`src/rtl/pipe_hazard_ctrl_pkg.sv`:
```
// Shared types and constants for the pipeline hazard/forwarding controller.
//   FWD_*    : forwarding-select encodings for one EX operand
//   stage_t  : one in-flight pipeline stage entry (EX, MEM or WB)
//   action_t : which pipeline action the controller applies this cycle
package pipe_pkg;

  localparam logic [1:0] FWD_RF  = 2'b00;
  localparam logic [1:0] FWD_WB  = 2'b01;
  localparam logic [1:0] FWD_MEM = 2'b10;

  // Widest register address a stage entry can carry; narrower
  // configurations zero-extend into the rd field.
  localparam int RD_MAX = 8;

  typedef struct packed {
    logic              valid;
    logic [RD_MAX-1:0] rd;
    logic              rw;    // writes the register file
    logic              mr;    // load
    logic              ma;    // memory access (load or store)
  } stage_t;

  // Priority order, highest first: MEM_STALL, BRANCH, LOAD_USE, NORMAL.
  typedef enum logic [1:0] {
    ACT_NORMAL    = 2'd0,
    ACT_LOAD_USE  = 2'd1,
    ACT_BRANCH    = 2'd2,
    ACT_MEM_STALL = 2'd3
  } action_t;

endpackage

```
`src/rtl/pipe_hazard_ctrl_if.sv`:
```
// Bundle between the 5-stage pipeline (master) and the hazard controller (slave).
//   Inputs to the controller : ID instruction fields, EX branch outcome,
//                              data-memory ready, stall-counter clear.
//   Outputs of the controller: pipeline-register enables/bubbles/flush,
//                              per-operand forwarding selects, stall counter.
// Handshake: the memory op held in MEM completes on the first cycle that
// mem_ready=1; until then MEM and EX hold their contents and the controller
// stalls everything upstream. mem_ready is ignored when MEM holds no memory op.
interface pipe_hazard_ctrl_if #(
  parameter int REG_AW  = 4,
  parameter int NUM_SRC = 2,
  parameter int CNT_W   = 16
);
  logic                      id_valid;
  logic [NUM_SRC*REG_AW-1:0] id_rs;
  logic [NUM_SRC-1:0]        id_src_used;
  logic [REG_AW-1:0]         id_rd;
  logic                      id_reg_write;
  logic                      id_mem_read;
  logic                      id_mem_acc;
  logic                      ex_br_taken;
  logic                      mem_ready;
  logic                      cnt_clr;

  logic                      pc_write;
  logic                      if_id_write;
  logic                      if_id_flush;
  logic                      id_ex_bubble;
  logic                      ex_mem_hold;
  logic                      mem_wb_bubble;
  logic [NUM_SRC*2-1:0]      fwd_sel;
  logic [CNT_W-1:0]          stall_cnt;

  modport master (
    output id_valid, id_rs, id_src_used, id_rd, id_reg_write, id_mem_read,
           id_mem_acc, ex_br_taken, mem_ready, cnt_clr,
    input  pc_write, if_id_write, if_id_flush, id_ex_bubble, ex_mem_hold,
           mem_wb_bubble, fwd_sel, stall_cnt
  );

  modport slave (
    input  id_valid, id_rs, id_src_used, id_rd, id_reg_write, id_mem_read,
           id_mem_acc, ex_br_taken, mem_ready, cnt_clr,
    output pc_write, if_id_write, if_id_flush, id_ex_bubble, ex_mem_hold,
           mem_wb_bubble, fwd_sel, stall_cnt
  );
endinterface

```
`src/rtl/pipe_hazard_ctrl_fwd_sel.sv`:
```
// Forwarding select for a single EX source operand.
//   ex_rs/ex_used : operand register and whether EX actually reads it
//   mem_ok/mem_rd : MEM holds a forwardable (non-load) register write to mem_rd
//   wb_ok/wb_rd   : WB holds a register write to wb_rd
//   sel           : FWD_MEM, FWD_WB or FWD_RF
module fwd_sel_unit import pipe_pkg::*; #(
  parameter int REG_AW   = 4,
  parameter bit ZERO_REG = 1'b1
) (
  input  logic [REG_AW-1:0] ex_rs,
  input  logic              ex_used,
  input  logic              mem_ok,
  input  logic [REG_AW-1:0] mem_rd,
  input  logic              wb_ok,
  input  logic [REG_AW-1:0] wb_rd,
  output logic [1:0]        sel
);
  logic rs_zero;
  assign rs_zero = ZERO_REG && (ex_rs == '0);

  // MEM is checked first: it carries the younger value of the register.
  always_comb begin
    sel = FWD_RF;
    if (ex_used && !rs_zero) begin
      if (mem_ok && (mem_rd == ex_rs)) begin
        sel = FWD_MEM;
      end else if (wb_ok && (wb_rd == ex_rs)) begin
        sel = FWD_WB;
      end
    end
  end
endmodule

```
`src/rtl/pipe_hazard_ctrl.sv`:
```
// Hazard and forwarding controller for a 5-stage pipeline.
// Tracks EX/MEM/WB destination entries and decides, each cycle, between a
// memory-wait stall, a taken-branch flush, a load-use stall or normal flow.
//   clk, rst : rising-edge clock, asynchronous active-low reset
//   bus      : slave side of pipe_hazard_ctrl_if (ID fields, branch, memory
//              ready, counter clear in; pipeline controls, fwd_sel, stall_cnt out)
module pipe_hazard_ctrl import pipe_pkg::*; #(
  parameter int REG_AW   = 4,
  parameter int NUM_SRC  = 2,
  parameter int CNT_W    = 16,
  parameter bit ZERO_REG = 1'b1
) (
  input  logic               clk,
  input  logic               rst,
  pipe_hazard_ctrl_if.slave  bus
);

  stage_t                    ex_q, mem_q, wb_q;
  logic [NUM_SRC*REG_AW-1:0] ex_rs_q;
  logic [NUM_SRC-1:0]        ex_used_q;
  logic                      br_pend_q;
  logic [CNT_W-1:0]          cnt_q;

  stage_t  id_entry;
  action_t act;
  logic    mem_stall, branch, load_use;
  logic    pc_write, if_id_write, if_id_flush;
  logic    id_ex_bubble, ex_mem_hold, mem_wb_bubble;
  logic [NUM_SRC*2-1:0] fwd_sel;

  // Entry e writes register r, with register 0 excluded when it is hardwired.
  function automatic logic hit(input stage_t e, input logic [REG_AW-1:0] r);
    hit = e.valid && e.rw && (e.rd == RD_MAX'(r)) && !(ZERO_REG && (r == '0));
  endfunction

  always_comb begin
    id_entry       = '0;
    id_entry.valid = bus.id_valid;
    id_entry.rd    = RD_MAX'(bus.id_rd);
    id_entry.rw    = bus.id_reg_write;
    id_entry.mr    = bus.id_mem_read;
    id_entry.ma    = bus.id_mem_acc;
  end

  assign mem_stall = mem_q.valid && mem_q.ma && !bus.mem_ready;

  // A branch seen during a memory wait is remembered in br_pend_q because the
  // pipeline may drop ex_br_taken while EX is frozen.
  assign branch = ex_q.valid && (bus.ex_br_taken || br_pend_q);

  always_comb begin
    load_use = 1'b0;
    for (int i = 0; i < NUM_SRC; i++) begin
      if (bus.id_src_used[i] && hit(ex_q, bus.id_rs[i*REG_AW +: REG_AW])) begin
        load_use = 1'b1;
      end
    end
    load_use = load_use && bus.id_valid && ex_q.mr;
  end

  always_comb begin
    if (mem_stall) begin
      act = ACT_MEM_STALL;
    end else if (branch) begin
      act = ACT_BRANCH;
    end else if (load_use) begin
      act = ACT_LOAD_USE;
    end else begin
      act = ACT_NORMAL;
    end
  end

  always_comb begin
    pc_write      = 1'b1;
    if_id_write   = 1'b1;
    if_id_flush   = 1'b0;
    id_ex_bubble  = 1'b0;
    ex_mem_hold   = 1'b0;
    mem_wb_bubble = 1'b0;
    case (act)
      ACT_MEM_STALL: begin
        pc_write      = 1'b0;
        if_id_write   = 1'b0;
        ex_mem_hold   = 1'b1;
        mem_wb_bubble = 1'b1;
      end
      ACT_BRANCH: begin
        if_id_flush  = 1'b1;
        id_ex_bubble = 1'b1;
      end
      ACT_LOAD_USE: begin
        pc_write     = 1'b0;
        if_id_write  = 1'b0;
        id_ex_bubble = 1'b1;
      end
      default: ;
    endcase
  end

  always_ff @(posedge clk or negedge rst) begin
    if (!rst) begin
      ex_q      <= '0;
      mem_q     <= '0;
      wb_q      <= '0;
      ex_rs_q   <= '0;
      ex_used_q <= '0;
      br_pend_q <= 1'b0;
    end else begin
      case (act)
        ACT_MEM_STALL: begin
          // EX and MEM freeze; the WB write has already retired.
          wb_q      <= '0;
          br_pend_q <= br_pend_q || (bus.ex_br_taken && ex_q.valid);
        end
        ACT_BRANCH, ACT_LOAD_USE: begin
          ex_q      <= '0;
          ex_used_q <= '0;
          mem_q     <= ex_q;
          wb_q      <= mem_q;
          br_pend_q <= 1'b0;
        end
        default: begin
          ex_q      <= id_entry;
          ex_rs_q   <= bus.id_rs;
          ex_used_q <= bus.id_src_used & {NUM_SRC{bus.id_valid}};
          mem_q     <= ex_q;
          wb_q      <= mem_q;
          br_pend_q <= 1'b0;
        end
      endcase
    end
  end

  always_ff @(posedge clk or negedge rst) begin
    if (!rst) begin
      cnt_q <= '0;
    end else if (bus.cnt_clr) begin
      cnt_q <= '0;
    end else if (!pc_write && (cnt_q != '1)) begin
      cnt_q <= cnt_q + CNT_W'(1);
    end
  end

  // A load in MEM is never a forward source; load_use keeps its consumer
  // out of EX until the load reaches WB.
  logic mem_fwd_ok, wb_fwd_ok;
  assign mem_fwd_ok = mem_q.valid && mem_q.rw && !mem_q.mr;
  assign wb_fwd_ok  = wb_q.valid && wb_q.rw;

  for (genvar g = 0; g < NUM_SRC; g++) begin : g_fwd
    fwd_sel_unit #(.REG_AW(REG_AW), .ZERO_REG(ZERO_REG)) u_fwd (
      .ex_rs   (ex_rs_q[g*REG_AW +: REG_AW]),
      .ex_used (ex_used_q[g] && ex_q.valid),
      .mem_ok  (mem_fwd_ok),
      .mem_rd  (mem_q.rd[REG_AW-1:0]),
      .wb_ok   (wb_fwd_ok),
      .wb_rd   (wb_q.rd[REG_AW-1:0]),
      .sel     (fwd_sel[g*2 +: 2])
    );
  end

  // WB load/access flags and the zero-extension bits of rd are carried only
  // to keep every stage entry the same shape.
  logic unused_stage_bits;
  assign unused_stage_bits = ^{wb_q, mem_q.rd};

  assign bus.pc_write      = pc_write;
  assign bus.if_id_write   = if_id_write;
  assign bus.if_id_flush   = if_id_flush;
  assign bus.id_ex_bubble  = id_ex_bubble;
  assign bus.ex_mem_hold   = ex_mem_hold;
  assign bus.mem_wb_bubble = mem_wb_bubble;
  assign bus.fwd_sel       = fwd_sel;
  assign bus.stall_cnt     = cnt_q;

endmodule

```
`src/flat_wrapper.sv`:
```
// flat-port wrapper written by rule: the top's interface ports become plain ports
module pipe_hazard_ctrl_flat import pipe_pkg::*;
#(
  parameter int REG_AW   = 4,
  parameter int NUM_SRC  = 2,
  parameter int CNT_W    = 16,
  parameter bit ZERO_REG = 1'b1
)
  (clk, rst, bus_id_valid, bus_id_rs, bus_id_src_used, bus_id_rd, bus_id_reg_write, bus_id_mem_read, bus_id_mem_acc, bus_ex_br_taken, bus_mem_ready, bus_cnt_clr, bus_pc_write, bus_if_id_write, bus_if_id_flush, bus_id_ex_bubble, bus_ex_mem_hold, bus_mem_wb_bubble, bus_fwd_sel, bus_stall_cnt);
  pipe_hazard_ctrl_if #(.REG_AW(REG_AW), .NUM_SRC(NUM_SRC), .CNT_W(CNT_W)) bus_i ();
  input  logic clk;
  input  logic rst;
  input wire logic [$bits(bus_i.id_valid)-1:0] bus_id_valid;
  input wire logic [$bits(bus_i.id_rs)-1:0] bus_id_rs;
  input wire logic [$bits(bus_i.id_src_used)-1:0] bus_id_src_used;
  input wire logic [$bits(bus_i.id_rd)-1:0] bus_id_rd;
  input wire logic [$bits(bus_i.id_reg_write)-1:0] bus_id_reg_write;
  input wire logic [$bits(bus_i.id_mem_read)-1:0] bus_id_mem_read;
  input wire logic [$bits(bus_i.id_mem_acc)-1:0] bus_id_mem_acc;
  input wire logic [$bits(bus_i.ex_br_taken)-1:0] bus_ex_br_taken;
  input wire logic [$bits(bus_i.mem_ready)-1:0] bus_mem_ready;
  input wire logic [$bits(bus_i.cnt_clr)-1:0] bus_cnt_clr;
  output wire logic [$bits(bus_i.pc_write)-1:0] bus_pc_write;
  output wire logic [$bits(bus_i.if_id_write)-1:0] bus_if_id_write;
  output wire logic [$bits(bus_i.if_id_flush)-1:0] bus_if_id_flush;
  output wire logic [$bits(bus_i.id_ex_bubble)-1:0] bus_id_ex_bubble;
  output wire logic [$bits(bus_i.ex_mem_hold)-1:0] bus_ex_mem_hold;
  output wire logic [$bits(bus_i.mem_wb_bubble)-1:0] bus_mem_wb_bubble;
  output wire logic [$bits(bus_i.fwd_sel)-1:0] bus_fwd_sel;
  output wire logic [$bits(bus_i.stall_cnt)-1:0] bus_stall_cnt;
  assign bus_i.id_valid = bus_id_valid;
  assign bus_i.id_rs = bus_id_rs;
  assign bus_i.id_src_used = bus_id_src_used;
  assign bus_i.id_rd = bus_id_rd;
  assign bus_i.id_reg_write = bus_id_reg_write;
  assign bus_i.id_mem_read = bus_id_mem_read;
  assign bus_i.id_mem_acc = bus_id_mem_acc;
  assign bus_i.ex_br_taken = bus_ex_br_taken;
  assign bus_i.mem_ready = bus_mem_ready;
  assign bus_i.cnt_clr = bus_cnt_clr;
  assign bus_pc_write = bus_i.pc_write;
  assign bus_if_id_write = bus_i.if_id_write;
  assign bus_if_id_flush = bus_i.if_id_flush;
  assign bus_id_ex_bubble = bus_i.id_ex_bubble;
  assign bus_ex_mem_hold = bus_i.ex_mem_hold;
  assign bus_mem_wb_bubble = bus_i.mem_wb_bubble;
  assign bus_fwd_sel = bus_i.fwd_sel;
  assign bus_stall_cnt = bus_i.stall_cnt;
  pipe_hazard_ctrl #(.REG_AW(REG_AW), .NUM_SRC(NUM_SRC), .CNT_W(CNT_W), .ZERO_REG(ZERO_REG)) u_core (.clk(clk), .rst(rst), .bus(bus_i));
endmodule
```
`config.mk`:
```
export PLATFORM = sky130hd
export DESIGN_NAME = pipe_hazard_ctrl_flat
export DESIGN_NICKNAME = d
export VERILOG_FILES = /design/src/rtl/pipe_hazard_ctrl_pkg.sv /design/src/rtl/pipe_hazard_ctrl_if.sv /design/src/rtl/pipe_hazard_ctrl_fwd_sel.sv /design/src/rtl/pipe_hazard_ctrl.sv /design/src/flat_wrapper.sv
export SDC_FILE = /design/constraint.sdc
export NUM_CORES = 1
export LEC_CHECK = 0
export BUFFER_PORTS_ARGS = -buffer_cell sky130_fd_sc_hd__buf_2
export CAP_MARGIN = 20
export CELL_PAD_IN_SITES_DETAIL_PLACEMENT = 1
export CELL_PAD_IN_SITES_GLOBAL_PLACEMENT = 1
export CORE_ASPECT_RATIO = 0.5
export CORE_MARGIN = 2
export CORE_UTILIZATION = 38
export CTS_BUF_LIST = sky130_fd_sc_hd__clkbuf_16
export CTS_CLUSTER_DIAMETER = 30
export DETAILED_ROUTE_END_ITERATION = 10
export PLACE_DENSITY = 0.72
export SLEW_MARGIN = 0
export SYNTH_ARGS = -nofsm -noshare
export SYNTH_HDL_FRONTEND = slang
export SYNTH_SLANG_ARGS = --single-unit
```
`constraint.sdc`:
```
create_clock -name clk -period 2.2 [get_ports clk]
set_input_delay 0.22 -clock clk [delete_from_list [all_inputs] [get_ports clk]]
set_output_delay 0.22 -clock clk [all_outputs]
set_load 0.02 [all_outputs]
```
==> run metrics <==
total gr overflow=0; final core utilization=49.52%; Tmin final=2190 ps; final worst path period share=between 90 and 100%; Routed Antenna Nets=0; die height=roughly 60 um; CP max-delay cell=dfrtp_1; Max Clock Freq=456.7 MHz; nets=347; maxcap violations=0; crit-path max FO=4; Seq/Total Area, Yosys=48.88%; Post-CTS Hold Buffers=0; DRT iter0 DRCs=just under 80; Max stage delay on crit path=420 ps; Setup Skew=roughly 5.6 ps; CTS max path bufs=2; top-count cell post-synth=dfrtp_1; Total Routing Usage GR=20.18%; placed cell areas=2882 um^2; P per Cell Area=~1100 nW/um^2; clock transition at the registers of the reported paths=70 ps; Worst Setup Path Type=reg2out; VDD IR max=0.3060 mV; Root Driver=clkbuf_16; Synth area leaders=dfrtp_1 (49%), xnor2_1 (7.7%), nand2_1 (7.2%); Synth top cells by count=dfrtp_1 (49), nand2_1 (48), nand3_1 (22), xnor2_1 (22), a21oi_1 (13); Critical Path Start=u_core.ex_q[6]; # setup viols final=0; unrepaired setup endpoints after global routing=true; synthesized cell area=2509 um^2; crit path cell chain=or3_1 -> a211o_1 -> nand2_1 -> inv_2 -> ha_4 -> inv_1 -> buf_6; first-pass GRT wire length=11260 um; Post-synth EDFFs=0; core area=approximately 6200 um^2; final WL=6801 um; CTS Buf Count=5; Mapped Nets=290; Inserted Diodes=0; DP Worst Slack=-72.61 ps; Setup WS post-layout=10.32 ps; maximum number of pins on one net before global-route repair=40; Final Hold Viols=0; H-tree level count=2; Worst Setup Start Kind=flip-flop; clk_lat worst skew=290 ps; # DRC=0; post-synth top area share=48.88%; Sink Count=49; hold slack=52.52 ps; Worst Hold Class=in2async; Initial DRT Pass Iterations=4; die footprint=~7300 um^2; Wirelength per Cell=16.59 um; CP required=1980 ps; initial antenna violation count=0; Synth cell types=37; max_slew headroom=40.28%; Die X=around 120 um; fraction of registers with async set/reset=100.0%; RePlAce Congestion=0.7751; final-report max-slew violation count=0; Filler cells=749; Data arrival, critical path=1970 ps; RR Startpoint=u_core.ex_q[1]; CTS tree=yes; DR vias=2182; area leader, netlist=dfrtp_1; Post-Route Setup TNS=0 ps; Critical Path End Type=primary output; Synth Instances=264; Final Instance Area=roughly 3100 um^2; IO Pins=49; worst slew pin tran=895.8 ps; vias in the first global route=about 2300; mean post-synth cell area=roughly 9.5 um^2; Synth Register Bits=49; main flop type after synthesis=dfrtp_1; DP Wirelength=about 5000 um; row count=20; worst-case reg-to-reg path depth=7; DR vias/cell=5.322; outcome=completed; YS warnings=0; Syn-to-layout area delta=22.99%; initial core utilization=40.26%; layout cells sized above 1=26.40%; IO buf count=48; P_leak=1.404 nW
-- through the flow --
stage	power [mW]	cells
2_1_floorplan	2.213	264
3_3_place_gp	2.527	399
3_5_place_dp	2.601	399
4_1_cts	3.455	410
5_1_grt	3.664	410
6_report	3.436	410
-- where the power goes --
group	leakage (nW)	internal (mW)	switching (mW)
combinational	0.705	0.610	0.592
clock	0.0672	0.418	0.349
sequential	0.631	1.17	0.298
total	1.40	2.20	1.24
-- flip-flops by register name, indices dropped and copies added, names as in the netlist --
name,cells
u_core.bus.stall_cnt,16
u_core.ex_used_q,2
u_core.br_pend_q,1
u_core.wb_q,6
u_core.ex_rs_q,8
u_core.ex_q,8
u_core.mem_q,8
-- worst max-delay path: cells and delay by family, from the launching register on --
family / cells / cell delay, ps
buffers and inverters: 3 / 220
and+or+nand+nor: 2 / 470
AOI/OAI and AO/OA: 1 / 300
adders and majority gates: 1 / 270
DFF: 1 / 420
-- path summary, 6_finish.rpt --
check | endpoint | slack, ps
max reg2reg | u_core.bus.stall_cnt[2] | 20
min reg2reg | u_core.wb_q[11] | 470
min | u_core.ex_q[5] | 50
max in group asynchronous | u_core.bus.stall_cnt[0] | 1510
max | bus_id_ex_bubble | 10
min in group clk | u_core.ex_q[5] | 150
-- layer usage --
| layer | vias to the layer above | global-route usage (%) | part of all wire (%) |
|---|---|---|---|
| met3 | 7 | 4.537 | 3.0 |
| li1 | 1034 | - | - |
| met1 | 1111 | 23.60 | 45 |
| met5 | - | 0 | 0 |
| met4 | 0 | 5.102 | 0.93 |
| met2 | 30 | 39.08 | 51 |
-- cell type report --
type	count	area (um^2)	share of cell area, %
Clock inverter	3	18.77	0.6083
Multi-Input combinational cell	196	1227	39.78
Timing Repair Buffer	62	351.6	11.39
Sequential cell	49	1226	39.74
Tap cell	88	110.1	3.569
Clock buffer	5	125.1	4.055
Inverter	7	26.28	0.8516
-- kinds of logic after synthesis --
group | Yosys count | synth area share, %
and+or+nand+nor | 124 | 24.64
DFF | 49 | 48.88
AOI/OAI and AO/OA | 34 | 8.280
xor gates and xnor gates | 24 | 8.379
buffers and inverters | 19 | 3.441
muxes | 11 | 4.888
adders and majority gates | 3 | 1.496
-- placed cells by master (no fill, tap or decap), types with 5 or more instances in the layout --
cell	Yosys	layout
clkbuf_16	0	5
and2_1	6	6
o31ai_1	5	5
o21ai_0	9	9
inv_1	6	6
nand4_1	6	6
or3_1	7	6
or4_1	7	7
buf_2	0	47
nand3_1	22	22
a21oi_1	13	13
xnor2_1	22	21
nor2_1	10	10
nand2_1	48	48
buf_4	2	14
dfrtp_1	49	49
mux2_2	10	10
-- what timing repair did --
| item | in CTS | in global routing |
|---|---|---|
| gates resized for setup | 4 | 5 |
| pin swaps | 1 | 0 |
| buffers inserted | 3 | 0 |
| setup endpoints to repair | 7 | 9 |
Power figures use the tool's default switching activity.
